### src/rtl/simon_pkg.sv
// Shared types and constants for the Simon Says phase sequencer.
// Holds the state encoding, the state_dbg pin codes and the round limit.
package simon_pkg;

    localparam int unsigned MAX_ROUNDS_LIMIT = 16;
    localparam int unsigned ROUND_W          = 4;
    localparam int unsigned DBG_W            = 2;

    typedef enum logic [2:0] {
        ST_IDLE = 3'd0,
        ST_GEN  = 3'd1,
        ST_DISP = 3'd2,
        ST_WAIT = 3'd3,
        ST_CHK  = 3'd4,
        ST_WIN  = 3'd5,
        ST_LOSE = 3'd6
    } state_e;

    localparam logic [DBG_W-1:0] STATE_DBG_IDLE = 2'b00;
    localparam logic [DBG_W-1:0] STATE_DBG_DISP = 2'b01;
    localparam logic [DBG_W-1:0] STATE_DBG_WAIT = 2'b10;
    localparam logic [DBG_W-1:0] STATE_DBG_CHK  = 2'b11;

    // IDLE, GEN, WIN and LOSE all share the 00 pin code.
    function automatic logic [DBG_W-1:0] dbg_code(state_e s);
        case (s)
            ST_DISP: return STATE_DBG_DISP;
            ST_WAIT: return STATE_DBG_WAIT;
            ST_CHK:  return STATE_DBG_CHK;
            default: return STATE_DBG_IDLE;
        endcase
    endfunction

endpackage

### src/rtl/simon_game_ctrl_btn_edge.sv
// Start-button conditioning: 2-flop synchroniser followed by a rising-edge detector.
// The pulse is combinational off the synchronised flops; clr_i clears all three flops.
module simon_btn_edge (
    input  logic clk,
    input  logic rst_n,
    input  logic clr_i,
    input  logic btn_i,
    output logic rise_c
);

    logic sync1_q;
    logic sync2_q;
    logic prev_q;

    always_ff @(posedge clk or negedge rst_n) begin
        if (!rst_n) begin
            sync1_q <= 1'b0;
            sync2_q <= 1'b0;
            prev_q  <= 1'b0;
        end else if (clr_i) begin
            sync1_q <= 1'b0;
            sync2_q <= 1'b0;
            prev_q  <= 1'b0;
        end else begin
            sync1_q <= btn_i;
            sync2_q <= sync1_q;
            prev_q  <= sync2_q;
        end
    end

    assign rise_c = sync2_q & ~prev_q;

endmodule

### src/rtl/simon_game_ctrl.sv
// Simon Says phase sequencer: one FSM driving start/done handshakes to the
// generate, display, wait and check blocks, plus round counter, timeout and result hold.
module simon_game_ctrl
    import simon_pkg::*;
#(
    parameter int unsigned MAX_ROUNDS     = 16,
    parameter int unsigned TIMEOUT_CYCLES = 0,
    parameter int unsigned RESULT_HOLD    = 1000
) (
    input  logic               clk,
    input  logic               rst_n,
    input  logic               soft_rst,
    input  logic               start_btn,
    output logic               gen_start,
    input  logic               gen_done,
    output logic               disp_start,
    input  logic               disp_done,
    output logic               wait_start,
    input  logic               wait_done,
    output logic               chk_start,
    input  logic               chk_done,
    input  logic               chk_pass,
    output logic [ROUND_W-1:0] round_idx,
    output logic [DBG_W-1:0]   state_dbg,
    output logic               busy,
    output logic               game_over,
    output logic               game_won
);

    localparam int unsigned CNT_MAX    = (TIMEOUT_CYCLES > RESULT_HOLD) ? TIMEOUT_CYCLES : RESULT_HOLD;
    localparam int unsigned CNT_W      = $clog2(CNT_MAX + 1);
    localparam int unsigned TO_LAST    = (TIMEOUT_CYCLES == 0) ? 0 : TIMEOUT_CYCLES - 1;
    localparam int unsigned HOLD_LAST  = RESULT_HOLD - 1;
    localparam int unsigned ROUND_LAST = MAX_ROUNDS - 1;

    state_e             state_q, state_d;
    logic [ROUND_W-1:0] round_q, round_d;
    logic [CNT_W-1:0]   cnt_q, cnt_d;
    logic               gen_start_q, gen_start_d;
    logic               disp_start_q, disp_start_d;
    logic               wait_start_q, wait_start_d;
    logic               chk_start_q, chk_start_d;
    logic [DBG_W-1:0]   dbg_q, dbg_d;
    logic               busy_q, busy_d;
    logic               over_q, over_d;
    logic               won_q, won_d;
    logic               start_rise_c;
    logic               first_c;

    simon_btn_edge u_btn_edge (
        .clk    (clk),
        .rst_n  (rst_n),
        .clr_i  (soft_rst),
        .btn_i  (start_btn),
        .rise_c (start_rise_c)
    );

    always_ff @(posedge clk or negedge rst_n) begin
        if (!rst_n) begin
            state_q      <= ST_IDLE;
            round_q      <= '0;
            cnt_q        <= '0;
            gen_start_q  <= 1'b0;
            disp_start_q <= 1'b0;
            wait_start_q <= 1'b0;
            chk_start_q  <= 1'b0;
            dbg_q        <= STATE_DBG_IDLE;
            busy_q       <= 1'b0;
            over_q       <= 1'b0;
            won_q        <= 1'b0;
        end else begin
            state_q      <= state_d;
            round_q      <= round_d;
            cnt_q        <= cnt_d;
            gen_start_q  <= gen_start_d;
            disp_start_q <= disp_start_d;
            wait_start_q <= wait_start_d;
            chk_start_q  <= chk_start_d;
            dbg_q        <= dbg_d;
            busy_q       <= busy_d;
            over_q       <= over_d;
            won_q        <= won_d;
        end
    end

    // A start pulse marks the first cycle of its state; done inputs are ignored then.
    assign first_c = gen_start_q | disp_start_q | wait_start_q | chk_start_q;

    always_comb begin
        state_d      = state_q;
        round_d      = round_q;
        cnt_d        = (cnt_q == CNT_W'(CNT_MAX)) ? cnt_q : cnt_q + CNT_W'(1);
        gen_start_d  = 1'b0;
        disp_start_d = 1'b0;
        wait_start_d = 1'b0;
        chk_start_d  = 1'b0;

        case (state_q)
            ST_IDLE: begin
                if (start_rise_c) begin
                    state_d     = ST_GEN;
                    gen_start_d = 1'b1;
                    round_d     = '0;
                end
            end
            ST_GEN: begin
                if (!first_c && gen_done) begin
                    state_d      = ST_DISP;
                    disp_start_d = 1'b1;
                end
            end
            ST_DISP: begin
                if (!first_c && disp_done) begin
                    state_d      = ST_WAIT;
                    wait_start_d = 1'b1;
                    cnt_d        = '0;
                end
            end
            ST_WAIT: begin
                if (!first_c && wait_done) begin
                    state_d     = ST_CHK;
                    chk_start_d = 1'b1;
                end else if (TIMEOUT_CYCLES != 0 && cnt_q == CNT_W'(TO_LAST)) begin
                    state_d = ST_LOSE;
                    cnt_d   = '0;
                end
            end
            ST_CHK: begin
                if (!first_c && chk_done) begin
                    if (!chk_pass) begin
                        state_d = ST_LOSE;
                        cnt_d   = '0;
                    end else if (round_q == ROUND_W'(ROUND_LAST)) begin
                        state_d = ST_WIN;
                        cnt_d   = '0;
                    end else begin
                        state_d      = ST_DISP;
                        disp_start_d = 1'b1;
                        round_d      = round_q + ROUND_W'(1);
                    end
                end
            end
            ST_WIN, ST_LOSE: begin
                if (cnt_q == CNT_W'(HOLD_LAST)) begin
                    state_d = ST_IDLE;
                end
            end
            default: state_d = ST_IDLE;
        endcase

        if (soft_rst) begin
            state_d      = ST_IDLE;
            round_d      = '0;
            cnt_d        = '0;
            gen_start_d  = 1'b0;
            disp_start_d = 1'b0;
            wait_start_d = 1'b0;
            chk_start_d  = 1'b0;
        end

        dbg_d  = dbg_code(state_d);
        busy_d = (state_d != ST_IDLE);
        over_d = (state_d == ST_WIN) || (state_d == ST_LOSE);
        won_d  = (state_d == ST_WIN);
    end

    assign gen_start  = gen_start_q;
    assign disp_start = disp_start_q;
    assign wait_start = wait_start_q;
    assign chk_start  = chk_start_q;
    assign round_idx  = round_q;
    assign state_dbg  = dbg_q;
    assign busy       = busy_q;
    assign game_over  = over_q;
    assign game_won   = won_q;

endmodule

### config.mk
export PLATFORM = sky130hd
export DESIGN_NAME = simon_game_ctrl
export DESIGN_NICKNAME = d
export VERILOG_FILES = /design/src/rtl/simon_pkg.sv /design/src/rtl/simon_game_ctrl_btn_edge.sv /design/src/rtl/simon_game_ctrl.sv
export SDC_FILE = /design/constraint.sdc
export NUM_CORES = 1
export LEC_CHECK = 0
export BUFFER_PORTS_ARGS = -buffer_cell sky130_fd_sc_hd__buf_4
export CAP_MARGIN = 40
export CORE_MARGIN = 4
export CORE_UTILIZATION = 31
export DETAILED_ROUTE_END_ITERATION = 8
export PLACE_DENSITY = 0.6
export SLEW_MARGIN = 5
export SYNTH_ARGS = -nofsm -noshare
export SYNTH_HDL_FRONTEND = slang
export SYNTH_SLANG_ARGS = --single-unit
### constraint.sdc
create_clock -name clk -period 3.25 [get_ports clk]
set_input_delay 0.1625 -clock clk [delete_from_list [all_inputs] [get_ports clk]]
set_output_delay 0.1625 -clock clk [all_outputs]
set_load 0.01 [all_outputs]
==> results of run 1 <==
## worst reg2reg max path, stage by stage, from the launching register on
cell and delay (ps):
dfrtp_1 400, or4_4 580, o31ai_4 270, a21oi_2 110, nor3_4 230, nand2_1 100, o21a_1 180
## worst paths after layout
kind | from | end | slack, ps | depth (start not counted)
worst min register to register | u_btn_edge.sync1_q$_DFF_PN0_ | u_btn_edge.sync2_q$_DFF_PN0_ | 460 | 1
min in group asynchronous | rst_n | cnt_q[4]$_DFF_PN0_ | 330 | 2
worst max-delay path | disp_start$_DFF_PN0_ | busy$_DFF_PN0_ | 1280 | 6
worst max register to register | disp_start$_DFF_PN0_ | busy$_DFF_PN0_ | 1280 | 6
max in group asynchronous | rst_n | round_idx[2]$_DFFE_PN0P_ | 2640 | 2
worst min-delay path | start_btn | u_btn_edge.sync1_q$_DFF_PN0_ | 100 | 2
## sequential cells by signal, indices dropped and copies added, names as in the netlist
signal,flops
chk_start,1
round_idx,4
game_won,1
state_dbg,2
u_btn_edge.sync1_q,1
cnt_q,10
u_btn_edge.prev_q,1
disp_start,1
state_q,3
gen_start,1
busy,1
game_over,1
u_btn_edge.sync2_q,1
wait_start,1
## cells in the final DEF (no fill, tap or decap), types with 2 or more instances in the layout
cell	synthesis	layout
nor2_1	20	20
clkbuf_8	0	6
nand2b_1	4	4
nor4_1	2	2
nand4_1	3	3
xnor2_1	4	4
ha_1	3	3
nor3_1	7	7
nand2_1	10	10
or3_1	2	2
inv_1	7	7
dfrtp_1	29	29
xor2_1	5	5
nand3_1	12	12
nor2b_1	7	7
o21ai_1	2	2
a21oi_1	4	4
and3_1	3	3
buf_4	0	21
o21ai_0	5	5
## area by class of cell
| type | instances | area (sq um) |
|---|---|---|
| clock buffers | 6 | 82.6 |
| well taps | 52 | 65.1 |
| repair buffers | 22 | 168 |
| flip-flops and latches | 29 | 726 |
| inverters | 7 | 26.3 |
| multi-input cells | 112 | 709 |
| clock inverters | 2 | 37.5 |
| fillers | 455 | 2690 |
## per-layer routing
metal | wire length (um) | up-vias | global-route usage [%]
met5 | 0 | - | 0
met4 | 38 | 0 | 4.27
met2 | 1470 | 23 | 18.0
met1 | 1410 | 571 | 14.1
li1 | - | 579 | -
met3 | 152 | 5 | 4.33
## repair_timing
item | 4_1_cts | 5_1_grt
hold buffers | 1 | 0
setup endpoints to repair | 0 | 0
hold endpoints to repair | 29 | 0
## power by group through the flow
stage	clock, mW	combinational [mW]	sequential (mW)
after floorplan	0	0.0416	0.383
after global placement	0	0.0664	0.386
after detailed placement	0	0.0679	0.386
after CTS	0.400	0.0693	0.380
after global routing	0.418	0.0782	0.381
final	0.388	0.0673	0.380
## stage by stage
| step | std cells | setup slack [ps] | utilization, % | total power, mW | instance area (sq um) |
|---|---|---|---|---|---|
| global placement | 221 | 1310 | 37.4 | 0.453 | 1680 |
| floorplan | 153 | 1370 | - | 0.425 | 1480 |
| detailed placement | 221 | 1260 | 37.4 | 0.454 | 1680 |
| CTS | 230 | 1260 | 40.3 | 0.849 | 1810 |
| finish | 230 | 1280 | 40.3 | 0.835 | 1810 |
| global route | 230 | 1100 | 40.3 | 0.877 | 1810 |
## cell families (layout without fill, tap and decap cells)
kind of cell	Yosys count	in the layout	synth area share, %
AND/OR/NAND/NOR	78	78	28.3
multiplexers	1	1	0.675
XOR/XNOR	9	9	5.31
adder cells (fa/ha/maj)	3	3	2.53
buffers and inverters	12	37	3.29
flip-flops	29	29	48.9
AO/OA/AOI/OAI	21	21	11.0
==> impl_metrics.csv, run 1 <==
group,metric,value,unit
finish,area_growth,22.3,%
power_and_ir_drop,intPower,0.647,mW
floorplanning,pin_count,22,
finish,drive_above_1_share,20.8,%
yosys,ys_seq_area_share,48.9,%
yosys,yosysTopAreaCellShare,48.9,%
sta,finalHoldViolCount,0,
sta,worst_pin_slew,544,ps
yosys,synth_seq_cells,29,
floorplanning,core-area,0.00450,sq mm
route,wl_per_cell,13.4,um
global_routing,grtUsageTotal,11.4,%
sta,fmax,508,MHz
sta,hold_ws,95.6,ps
clocking,cts_buffers,5,
floorplanning,die_y,77.2,um
clocking,ctsResizeCount,0,
yosys,syn-mean-instance-area,9.70,sq um
worst_setup_path,critPathRequiredTime,3420,ps
route,vias_per_cell,5.12,
yosys,ys_types,40,
clocking,clkLatencyLatePin,280,ps
worst_setup_path,worstPathCellList,"or4_4 -> o31ai_4 -> a21oi_2 -> nor3_4 -> nand2_1 -> o21a_1",
sta,min_period,1970,ps
route,vias,1178,
sta,rsz0062_at_grt,"false",
clocking,cts_setup_buffers,0,
floorplanning,rows,24,
clocking,cts_tree,"built",
floorplanning,start_util,32.9,%
placed_design,post-dp-hpwl,2240,um
yosys,synth_edf_count,0,
floorplanning,die_w,77.2,um
sta,finalClockSkew,10.6,ps
yosys,yosysTopAreaCell,"dfrtp_1",
worst_setup_path,cp_top_family,"simple AND/OR/NAND/NOR gates",
power_and_ir_drop,p_sw_share,22.5,%
power_and_ir_drop,pwr-share-seq,45.5,%
power_and_ir_drop,ir_drop,0.141,mV
clocking,clk_pin_slew_worst_paths,70,ps
global_routing,grt_pass1_vias,1131,
worst_setup_path,worstPathArrival,2140,ps
yosys,synthMostInstantiatedCell,"dfrtp_1",
clocking,clock-sinks,29,
yosys,ys.flop_type,"dfrtp_1",
yosys,netlist_instances,153,
finish,antenna_cells,0,
global_routing,grt_max_degree,30,
route,drtIter0Drc,155,
yosys,synth.cell_area,0.00148,sq mm
worst_setup_path,crit_buf_inv,0,
finish,fin_nets,189,
power_and_ir_drop,pwr-share-comb,8.1,%
sta,period_share,60.6,%
power_and_ir_drop,p_leak,0.836,nW
power_and_ir_drop,power_density,460,mW/mm^2
yosys,synth.cells.most_frequent,"dfrtp_1, nor2_1, nand3_1",
worst_setup_path,worstPathMaxFanout,5,
global_routing,grt_pass1_wl,5350,um
clocking,root_buffer,"clkbuf_8",
power_and_ir_drop,power.net_switching,0.188,mW
run_status,outcome,"finished clean",
worst_setup_path,worst_setup_path_start_kind,"register",
floorplanning,die_area,0.00596,sq mm
clocking,h-tree-depth,2,
worst_setup_path,slowest_stage,"or4_4",
clocking,clock_path_buffers,2,
global_routing,antenna_found_initial,0,
placed_design,portBuffers,21,
route,detail_route.first_pass.iterations,4,
global_routing,grt.overflow.total,0,
placed_design,gp_congestion,0.845,
worst_setup_path,max_stage_delay,580,ps
sta,max_slew_margin,63.4,%
sta,setup_tns,0,ps
sta,drv_slew,0,
power_and_ir_drop,clkPwrFrac,46.4,%
worst_setup_path,setup.worst_path.class,"reg2reg",
worst_setup_path,endpoint_kind,"register",
route,antenna_left,0,
yosys,syn_nets,165,
job,drv_cap,0,
worst_hold_path,hold_class,"in2reg",
yosys,synth_area_leaders,"dfrtp_1, nor2_1, nand3_1, nor2b_1, xor2_1",
yosys,async_reset_ff_share,100,%
route,routed_wl,3070,um
sta,setup_viol,0,
yosys,ys_warn_count,0,
route,drc,0,
Note: power is estimated with default switching activity, not from simulation.
==> run 2: changes to the inputs <==
Settings changed: PLACE_DENSITY 0.6 to 0.61.
Clock period 3.25 ns to 1.7 ns, I/O delays scaled along.
==> run 2 against run 1 <==
The run now ends with negative setup slack left. Core utilization increased by 6.9 points. Hold slack lost 72 ps. Non-clock buffer count rose by 33. Wire length rose by 6.8%. Sequential share of layout area shrank 5.8 points. Register-to-register slack worse by 1400 ps. Highest routed layer unchanged.
==> impl_metrics.csv, run 2 (same netlist as run 1, synthesis figures left out) <==
group,metric,value,unit
power_and_ir_drop,p_leak,1.03,nW
finish,multi_input_area,756,sq um
job,drv_cap,0,
worst_setup_path,worst_setup_path_start_kind,"register",
finish,largest-register,"cnt_q",
global_routing,grt_max_degree,30,
floorplanning,core-area,0.00450,sq mm
route,routed_wl,3280,um
worst_hold_path,hold_class,"in2reg",
worst_setup_path,endpoint_kind,"register",
sta,rsz0062_at_grt,"true",
finish,antenna_cells,0,
global_routing,grt_pass1_vias,1128,
clocking,cts_buffers,5,
placed_design,post-dp-hpwl,2340,um
sta,hold_ws,23.4,ps
route,vias,1250,
sta,worst_pin_slew,371,ps
power_and_ir_drop,power_density,718,mW/mm^2
power_and_ir_drop,pwr-share-comb,12.6,%
clocking,clkLatencyLatePin,270,ps
global_routing,grt_pass1_wl,5400,um
sta,min_period,1790,ps
clocking,h-tree-depth,2,
finish,seq_area,727,sq um
finish,postLayoutCoreUtil,47.2,%
sta,finalClockSkew,3.98,ps
floorplanning,die_area,0.00596,sq mm
route,detail_route.first_pass.iterations,4,
route,antenna_left,0,
floorplanning,pin_count,22,
clocking,cts_tree,"built",
floorplanning,die_w,77.2,um
global_routing,grtUsageTotal,11.5,%
finish,mostFrequentLayoutCell,"buf_4",
clocking,clock-sinks,29,
worst_setup_path,r2r_slack,-90,ps
finish,stdcell_area,0.00212,sq mm
worst_setup_path,worstPathArrival,1990,ps
run_status,failed_checks,"negative setup slack",
sta,final.setup.worst_slack,-89.1,ps
floorplanning,rows,24,
finish,nFillCells,431,
global_routing,grt.overflow.total,0,
run_status,outcome,"finished, violations left",
power_and_ir_drop,p_sw_share,23.3,%
route,drtIter0Drc,57,
power_and_ir_drop,clkPwrFrac,40.3,%
floorplanning,die_y,77.2,um
worst_setup_path,setup.worst_path.class,"reg2reg",
sta,max_slew_margin,75.3,%
finish,drive_above_1_share,37.9,%
finish,area_growth,43.2,%
route,vias_per_cell,4.75,
worst_setup_path,worstPathMaxFanout,7,
floorplanning,start_util,32.9,%
clocking,clock_path_buffers,2,
placed_design,place_area,0.00191,sq mm
placed_design,portBuffers,21,
power_and_ir_drop,power.net_switching,0.356,mW
sta,drv_slew,0,
route,wl_per_cell,12.5,um
power_and_ir_drop,pwr-share-seq,47.2,%
finish,fin_nets,222,
finish,largest_reg_flops,10,
sta,period_share,105,%
worst_setup_path,critPathRequiredTime,1900,ps
clocking,clk_pin_slew_worst_paths,60,ps
sta,fmax,559,MHz
sta,finalHoldViolCount,0,
global_routing,antenna_found_initial,0,
finish,final_cell_mix,"buf_4, dfrtp_1, nor2_1, nand3_1, nand2_1",
clocking,root_buffer,"clkbuf_8",
route,drc,0,
power_and_ir_drop,ir_drop,0.483,mV
power_and_ir_drop,intPower,1.17,mW
placed_design,gp_congestion,0.816,
sta,setup_viol,5,
==> run 2: cell count changes in the layout (fill, tap and decap cells not counted), moves of 2 or more <==
cell	before	now
nor2_2	0	2
nor3_1	7	5
buf_4	21	51
nor2_1	20	17
o21ai_1	2	5
o21ai_0	5	2
nor3_2	0	2
==> run 2: final timing paths <==
check | endpoint | depth (start not counted) | start
setup reg to reg | state_dbg[1]$_DFF_PN0_ | 6 | disp_start$_DFF_PN0_
hold reg to reg | u_btn_edge.sync2_q$_DFF_PN0_ | 1 | u_btn_edge.sync1_q$_DFF_PN0_
setup / recovery | state_dbg[1]$_DFF_PN0_ | 6 | disp_start$_DFF_PN0_
hold / removal | u_btn_edge.sync1_q$_DFF_PN0_ | 2 | start_btn
min in group asynchronous | cnt_q[0]$_DFF_PN0_ | 2 | rst_n
max in group asynchronous | state_q[0]$_DFF_PN0_ | 2 | rst_n
==> run 2: power by group through the flow <==
stage / logic (mW) / clock network (mW) / registers, mW
after global placement: 0.173 / 0 / 0.731
final: 0.192 / 0.614 / 0.719
after global routing: 0.213 / 0.673 / 0.721
after floorplan: 0.0797 / 0 / 0.732
after detailed placement: 0.175 / 0 / 0.731
after CTS: 0.179 / 0.638 / 0.719
==> run 2: through the flow <==
step                cells  TNS (ps)  setup slack [ps]  power [mW]
floorplan             153      -294              -125       0.812
global placement      250      -804              -162       0.904
detailed placement    250      -677              -124       0.906
CTS                   261      -268             -96.8        1.54
global route          263     -1590              -249        1.61
finish                263      -269             -89.1        1.53
==> run 2: layer usage <==
layer | track usage [%] | up-vias | routed length, um
li1 | - | 653 | -
met3 | 3.28 | 5 | 147
met4 | 4.80 | 0 | 50
met2 | 16.0 | 24 | 1420
met1 | 16.5 | 568 | 1660
met5 | 0 | - | 0
==> run 2: what timing repair did <==
item | in CTS | in global routing
hold buffers | 1 | 0
gates resized for setup | 5 | 10
endpoints found under the hold margin | 29 | 0
setup endpoints to repair | 8 | 19
pin swaps | 4 | 6
setup buffers | 2 | 2
cloned | 0 | 1
==> run 2: final cells by class <==
cell class	instances	area share, %
clock buffers	7	4.53
clock inverters	1	0.236
inverters	7	1.24
multi-input cells	112	35.6
flip-flops and latches	29	34.2
well taps	52	3.06
repair buffers	55	21.1
==> run 2: critical path: stages (launching register included) <==
cell and delay (ps):
dfrtp_1 390, nor4_2 280, buf_4 190, nand4_1 150, o211a_4 280, or3_1 340, o21ai_1 90
==> run 3: changes to the inputs <==
Settings changed: ABC_AREA set to 1, HOLD_SLACK_MARGIN set to 0.05, PLACE_DENSITY 0.61 to 0.6.
Clock period 1.7 ns to 2 ns, I/O delays scaled along.
==> run 3 against run 2 <==
The flow now finishes without violations. Sequential power fell by 15%. Clock-buffer cell count fell by 2. Fmax rose by 9.7%. Critical path depth rose by 3. Sequential share of layout area rose by 4.5 points. Combinational power fell by 38%. Non-clock buffer count fell by 30. Largest cell class is now flip-flops and latches.
==> impl_metrics.csv, run 3 <==
group,metric,value,unit
floorplanning,pin_count,22,
finish,final_cell_mix,"nor2_1, dfrtp_1, inv_1, nand2_1, buf_4",
sta,min_period,1630,ps
placed_design,dp_cells,269,
yosys,syn-mean-instance-area,8.33,sq um
yosys,synthMostInstantiatedCell,"nor2_1",
power_and_ir_drop,ir_drop,0.290,mV
power_and_ir_drop,intPower,0.887,mW
placed_design,post-dp-hpwl,2240,um
finish,mostFrequentLayoutCell,"nor2_1",
global_routing,grt_max_degree,30,
clocking,cts_tree,"built",
yosys,yosysTopAreaCell,"dfrtp_1",
worst_setup_path,endpoint_kind,"register",
worst_hold_path,hp-start,"chk_pass",
run_status,outcome,"finished clean",
route,detail_route.first_pass.iterations,4,
yosys,async_reset_ff_share,100,%
clocking,cts_setup_buffers,0,
sta,period_share,81.6,%
yosys,synth_edf_count,0,
sta,rsz0062_at_grt,"false",
worst_setup_path,worstPathArrival,1780,ps
worst_setup_path,r2r_start,"round_idx[0]$_DFFE_PN0P_",
worst_hold_path,hold_class,"in2reg",
route,routed_wl,2950,um
yosys,netlist_instances,182,
finish,largest_reg_flops,10,
yosys,synth.cell_area,0.00152,sq mm
power_and_ir_drop,clkPwrFrac,38.9,%
route,wl_per_cell,10.5,um
finish,fin_nets,225,
global_routing,grtUsageTotal,11.2,%
sta,worst_pin_slew,370,ps
global_routing,grt.overflow.total,0,
power_and_ir_drop,power_density,635,mW/mm^2
sta,setup_viol,0,
finish,antenna_cells,0,
job,drv_cap,0,
yosys,ys_warn_count,0,
floorplanning,die_y,77.9,um
global_routing,antenna_found_initial,0,
worst_setup_path,setup.worst_path.class,"reg2reg",
clocking,clk_pin_slew_worst_paths,60,ps
power_and_ir_drop,p_leak,0.949,nW
floorplanning,die_w,77.9,um
route,vias_per_cell,4.28,
finish,stdcell_area,0.00188,sq mm
sta,fmax,613,MHz
worst_setup_path,worstPathMaxFanout,4,
route,antenna_left,0,
sta,setup_tns,0,ps
clocking,h-tree-depth,2,
clocking,ctsResizeCount,0,
placed_design,portBuffers,21,
clocking,clock_path_buffers,2,
clocking,root_buffer,"clkbuf_8",
global_routing,grt_pass1_wl,5330,um
clocking,clkLatencyLatePin,280,ps
finish,fin_cells,281,
route,vias,1203,
power_and_ir_drop,pwr-share-comb,10.0,%
yosys,syn_nets,194,
finish,area_growth,23.8,%
power_and_ir_drop,p_sw_share,25.6,%
placed_design,gp_congestion,0.816,
power_and_ir_drop,pwr-share-seq,51.2,%
route,drc,0,
finish,nFillCells,501,
floorplanning,start_util,32.1,%
floorplanning,die_area,0.00607,sq mm
sta,finalHoldViolCount,0,
floorplanning,core-area,0.00472,sq mm
yosys,yosysTopAreaCellShare,47.9,%
route,drtIter0Drc,36,
worst_setup_path,startpoint,"round_idx[0]$_DFFE_PN0P_",
yosys,ys_seq_area_share,47.9,%
power_and_ir_drop,power.net_switching,0.305,mW
sta,finalClockSkew,8.54,ps
worst_setup_path,worst_setup_path_start_kind,"register",
clocking,hold_buffers,4,
placed_design,place_area,0.00175,sq mm
global_routing,grt_pass1_vias,1244,
yosys,synth.cells.most_frequent,"nor2_1, dfrtp_1, inv_1",
finish,drive_above_1_share,23.8,%
clocking,cts_buffers,5,
floorplanning,rows,25,
yosys,ys.flop_type,"dfrtp_1",
yosys,ys_types,25,
sta,drv_slew,0,
sta,max_slew_margin,75.3,%
worst_setup_path,critPathRequiredTime,2150,ps
yosys,synth_seq_cells,29,
finish,largest-register,"cnt_q",
clocking,clock-sinks,29,
yosys,synth_area_leaders,"dfrtp_1, nor2_1, inv_1, nand2_1, nand3_1",
## run 3: cell types whose count changed after synthesis, moves of 4 or more
cell	change
inv_1	+20
nand2_1	+15
nor2_1	+12
nor2b_1	-7
nand3_2	+6
nand3_1	+5
nor2_2	+5
nand2_2	+4
nand2b_1	-4
## run 3: worst max-delay path, stage by stage (launching register included)
cell     delay (ps)
dfrtp_1         400
ha_1            230
nand3_1         140
nand2_1          90
o21ai_0         190
nand3_1         110
nand2_2         100
inv_1            70
nand3_1          70
o21ai_0          90
## run 3: cell type report
type	instances	area (sq um)	share of cell area, %
clock buffers	5	68.8	3.67
clock inverters	3	17.5	0.934
repair buffers	25	198	10.5
inverters	28	106	5.67
well taps	67	83.8	4.47
multi-input cells	124	676	36.0
flip-flops and latches	29	726	38.7
## run 3: stage by stage
stage | utilization, % | hold WS, ps | total power, mW | setup slack [ps]
2_1_floorplan | - | -196 | 0.690 | 510
3_3_place_gp | 37.0 | 48.2 | 0.735 | 415
3_5_place_dp | 37.0 | 51.8 | 0.736 | 372
4_1_cts | 39.7 | 137 | 1.22 | 357
5_1_grt | 39.7 | 152 | 1.27 | 140
6_report | 39.7 | 145 | 1.19 | 369
## run 3: power groups by stage
stage          Combinational [mW]  Sequential [mW]  Clock [mW]
6_report                    0.119            0.610       0.463
5_1_grt                     0.138            0.611       0.517
4_1_cts                     0.122            0.610       0.488
3_5_place_dp                0.116            0.621           0
3_3_place_gp                0.115            0.621           0
2_1_floorplan              0.0691            0.621           0
## run 3: worst paths after layout
| kind | to | slack (ps) | cells after the start |
|---|---|---|---|
| min in group asynchronous | cnt_q[5]$_DFF_PN0_ | 280 | 2 |
| hold reg to reg | u_btn_edge.sync2_q$_DFF_PN0_ | 460 | 2 |
| setup reg to reg | state_dbg[1]$_DFF_PN0_ | 370 | 9 |
| max in group asynchronous | state_q[0]$_DFF_PN0_ | 1440 | 2 |
| hold / removal | disp_start$_DFF_PN0_ | 150 | 3 |
| setup / recovery | state_dbg[1]$_DFF_PN0_ | 370 | 9 |
## run 3: kinds of logic after synthesis
kind of cell,share of synthesized area (%)
AO/OA/AOI/OAI,4.21
XOR/XNOR,4.05
flip-flops,47.9
adder cells (fa/ha/maj),2.48
buffers and inverters,7.51
AND/OR/NAND/NOR,33.9
## run 3: metal layers
metal | share of wire (%) | track usage (%)
met4 | 0.64 | 3.50
met2 | 49 | 18.3
met5 | 0 | 0
met1 | 45 | 13.0
met3 | 4.7 | 5.10
